[src/rtl/csa_accumulator.sv]
// Carry-save accumulator: reduces a group of W-bit operands into a (sum, carry) vector pair
// and hands the pair to a downstream carry-propagate stage. Define CSA_OVF_DETECT_EN to build the sticky overflow flag.
module csa_accumulator #(
  parameter int W     = 4,
  parameter int COUNT = 4
) (
  input  logic         clk,
  input  logic         rst,
  input  logic         in_valid,
  output logic         in_ready,
  input  logic [W-1:0] x,
  input  logic         in_last,
  output logic         out_valid,
  input  logic         out_ready,
  output logic [W-1:0] s,
  output logic [W-1:0] c,
  output logic         ovf
);

  localparam int CW = $clog2(COUNT + 1);
  localparam logic [CW-1:0] COUNT_MAX = CW'(COUNT);

  localparam logic [1:0] ST_IDLE = 2'd0;
  localparam logic [1:0] ST_ACC  = 2'd1;
  localparam logic [1:0] ST_DONE = 2'd2;

  logic [1:0]    r_state;
  logic [W-1:0]  r_s;
  logic [W-1:0]  r_c;
  logic [CW-1:0] r_cnt;

  logic          w_accept;
  logic          w_close;
  logic [W-1:0]  w_maj;
  logic [W-1:0]  w_c_next;
  logic [CW-1:0] w_cnt_next;

  assign in_ready  = (r_state != ST_DONE);
  assign out_valid = (r_state == ST_DONE);
  assign s         = r_s;
  assign c         = r_c;

  assign w_accept   = in_valid && in_ready;
  // The majority's MSB would carry into weight 2^W; the shift drops it (mod 2^W).
  assign w_maj      = (r_s & r_c) | (r_s & x) | (r_c & x);
  assign w_c_next   = w_maj << 1;
  assign w_cnt_next = r_cnt + CW'(1);
  assign w_close    = in_last || (w_cnt_next == COUNT_MAX);

  // NOTE: state registers use non-blocking assignments so every register samples pre-edge values.
  always_ff @(posedge clk) begin
    if (rst) begin
      r_state <= ST_IDLE;
      r_s     <= '0;
      r_c     <= '0;
      r_cnt   <= '0;
    end else begin
      case (r_state)
        ST_IDLE, ST_ACC: begin
          if (w_accept) begin
            r_s     <= r_s ^ r_c ^ x;
            r_c     <= w_c_next;
            r_cnt   <= w_cnt_next;
            r_state <= w_close ? ST_DONE : ST_ACC;
          end
        end
        ST_DONE: begin
          if (out_ready) begin
            r_s     <= '0;
            r_c     <= '0;
            r_cnt   <= '0;
            r_state <= ST_IDLE;
          end
        end
        default: r_state <= ST_IDLE;
      endcase
    end
  end

`ifdef CSA_OVF_DETECT_EN
  logic r_ovf;

  always_ff @(posedge clk) begin
    if (rst) begin
      r_ovf <= 1'b0;
    end else if (r_state == ST_DONE) begin
      if (out_ready) r_ovf <= 1'b0;
    end else if (w_accept && w_maj[W-1]) begin
      r_ovf <= 1'b1;
    end
  end

  assign ovf = r_ovf;
`else
  assign ovf = 1'b0;
`endif

endmodule

[config.mk]
export PLATFORM = sky130hd
export DESIGN_NAME = csa_accumulator
export DESIGN_NICKNAME = d
export VERILOG_FILES = /design/src/rtl/csa_accumulator.sv
export SDC_FILE = /design/constraint.sdc
export NUM_CORES = 1
export LEC_CHECK = 0
export BUFFER_PORTS_ARGS = -buffer_cell sky130_fd_sc_hd__buf_2
export CORE_MARGIN = 4
export CORE_UTILIZATION = 42
export CTS_BUF_LIST = sky130_fd_sc_hd__clkbuf_16
export DETAILED_ROUTE_END_ITERATION = 7
export HOLD_SLACK_MARGIN = 0.15
export PLACE_DENSITY = 0.71
export SYNTH_ARGS = -nofsm -noshare
export SYNTH_HDL_FRONTEND = slang
export SYNTH_SLANG_ARGS = --single-unit
[constraint.sdc]
create_clock -name clk -period 1.1 [get_ports clk]
set_clock_uncertainty 0.1 [all_clocks]
set_input_delay 0.22 -clock clk [delete_from_list [all_inputs] [get_ports clk]]
set_output_delay 0.22 -clock clk [all_outputs]
set_load 0.02 [all_outputs]
==> flow_summary_export.csv <==
group,metric,value,unit
global_routing,grt_max_degree,9,
global_routing,globalRouteMet2Util,25.3,%
die,fp-row-count,13,
routing,routed_wl,1530,um
worst_setup_path,r2r_start,"r_state[1]$_SDFFE_PP0P_",
timing,drv_slew,0,
synth,yosysTopAreaCell,"dfxtp_1",
synth,synth_cell_type_count,27,
worst_setup_path,crit_fanout,4,
synth,synth-seq-cells,12,
timing,rsz0062_at_grt,"yes",
timing,holdWs,159,ps
layout,design_area,1050,um^2
timing,hold_viol,0,
synth,synth-main-ff-cell,"dfxtp_1",
worst_setup_path,max_stage_delay,360,ps
synth,async_reset_ff_share,0,%
timing,min_period_over_period,115,%
worst_setup_path,cp_num_buf_inv,1,
cts,path_clk_slew,40,ps
global_routing,grt_pass1_wl,2420,um
die,core_area,1320,um^2
worst_setup_path,crit_arrival,1340,ps
layout,finalNonFillerCells,102,
worst_setup_path,crit_start,"r_state[1]$_SDFFE_PP0P_",
worst_setup_path,crit_slowest_cell,"dfxtp_4",
layout,antennaDiodeCount,0,
worst_setup_path,critical_path_class,"reg -> reg",
synth,ys_seq_area_share,40.8,%
layout,drive_above_1_share,66.7,%
global_routing,grt_pass1_vias,550,
job,cap_violations,0,
routing,antenna_left,0,
worst_setup_path,crit_family,"flip-flops",
die,initial_core_util,44.7,%
routing,first_iter_violations,7,
cts,cts.sinks,12,
synth,synth_edf_count,0,
timing,fin_ws,-162,ps
layout,nets,102,
layout,syn2layout_area_growth,77.7,%
outcome,violations,"negative setup slack",
synth,synth_top_area_share,40.8,%
synth,yosysWarnings,0,
placement,numPortBuffers,17,
worst_setup_path,crit_path_start_kind,"register",
worst_hold_path,holdCritStartpoint,"rst",
cts,cts_inserted_buffers,3,
timing,min_period,1260,ps
worst_setup_path,required,1180,ps
power_and_ir_drop,leakage,0.488,nW
worst_setup_path,end_kind,"register",
synth,avgSynthCellArea,11.6,um^2
die,dieArea,2070,um^2
placement,placed_area,790,um^2
global_routing,gr-usage-met1,20.5,%
global_routing,use_met3,6.32,%
placement,dp_cells,91,
layout,nFillCells,85,
cts,cts_root_buffer,"clkbuf_16",
power_and_ir_drop,power,0.00144,W
global_routing,overflow,0,
worst_hold_path,hold_class,"in -> reg",
synth,synth_common_cells,"dfxtp_1 (12), a22o_1 (7), ha_1 (3)",
synth,netlist_instances,51,
routing,dr.pass1.iters,4,
cts,cts_tree,"yes",
outcome,status,"finished, violations left",
cts,clk-insertion-delay-late,240,ps
cts,cts-htree-levels,1,
cts,clock_path_buffers,2,
power_and_ir_drop,vdd_drop_max,0.000989,V
placement,place_ws,-215,ps
global_routing,grt-busiest-layer,"met2",
global_routing,grt_use_total,17.1,%
global_routing,antenna_found_initial,0,
die,die_h,45.5,um
routing,drc_errors,0,
placement,hpwlAfterDp,891,um
worst_setup_path,worstPathCellList,"buf_4, nor4bb_1, mux2_4, a21o_1",
die,die-width,45.5,um
die,io_pins,20,
synth,synth_area,589,um^2
placement,place_congestion,0.660,
timing,fmax,793,MHz
timing,report.final.setup_viol,18,
power_and_ir_drop,power_density,1370,nW/um^2
routing,wl_per_cell,15.0,um
routing,drt-vias-per-instance,5.19,
synth,yosysMostFrequentCell,"dfxtp_1",
synth,ys_top_cells_by_area,"dfxtp_1 (41%), a22o_1 (10%), fa_1 (6.8%)",
routing,num_vias,529,
-- routing by layer --
metal	part of all wire [%]	routed length, um	vias to the layer above
met4	0.65	10	0
met1	41	632	252
li1	-	-	253
met5	0	0	-
met3	7.2	110	2
met2	51	780	22
-- cell families (layout without fill, tap and decap cells) --
logic type | after synthesis | count (layout) | share of synthesized area [%]
muxes | 2 | 2 | 3.82
buffers and inverters | 5 | 40 | 5.73
other | 1 | 2 | 0.636
AOI/OAI and AO/OA | 14 | 14 | 21.0
and+or+nand+nor | 10 | 10 | 11.9
adders and majority gates | 5 | 5 | 13.2
xor gates and xnor gates | 2 | 2 | 2.97
DFF | 12 | 12 | 40.8
-- cell usage in the layout (no fill, tap or decap), drive strengths merged --
master       instances
a211oi               1
a21o                 1
a21oi                2
a221o                1
a22o                 7
a2bb2oi              1
and2b                1
and3                 1
buf                 32
clkbuf               3
clkinv               1
conb                 2
dfxtp               12
dlygate4sd3          2
fa                   2
ha                   3
inv                  2
mux2                 2
nand2                1
nand2b               1
nand3                2
nor2b                1
nor4                 1
nor4b                1
nor4bb               1
o21ai                1
xnor2                1
xor2                 1
-- worst paths after layout --
kind / cells after the start / slack, ps / to
setup / recovery: 4 / -160 / s[3]$_SDFFE_PP0P_
hold / removal: 2 / 160 / r_state[0]$_SDFFE_PP0P_
setup reg to reg: 4 / -160 / s[3]$_SDFFE_PP0P_
hold reg to reg: 1 / 380 / r_state[0]$_SDFFE_PP0P_
-- power by group --
part / leakage [nW] / switching [W] / internal (W)
logic: 0.346 / 0.000124 / 0.000160
registers: 0.104 / 0.0000302 / 0.000462
clock network: 0.0385 / 0.000182 / 0.000478
total: 0.488 / 0.000337 / 0.00110
-- through the flow --
step	TNS (ps)	util [%]
final	-1700	79.5
after global routing	-2400	79.5
after CTS	-1590	76.5
after detailed placement	-2090	59.9
after global placement	-1700	59.9
after floorplan	-1040	-
-- state kept, by name (all words and copies together), names as in the netlist --
signal,flops
c,3
r_cnt,3
r_state,2
s,4
-- final cells by class --
class | instances | area [um^2] | share of cell area [%]
Clock inverter | 1 | 3.75 | 0.358
Inverter | 2 | 12.5 | 1.19
Sequential cell | 12 | 267 | 25.4
Clock buffer | 3 | 75.1 | 7.17
Tap cell | 15 | 18.8 | 1.79
Timing Repair Buffer | 34 | 289 | 27.6
Multi-Input combinational cell | 35 | 382 | 36.4
-- repair_timing --
action | CTS | global route
pin swaps | 5 | 4
setup endpoints to repair | 20 | 20
endpoints found under the hold margin | 1 | 0
hold buffers | 2 | 0
resized for setup | 28 | 6
setup buffers | 4 | 1
(Power assumes the default switching activity.)
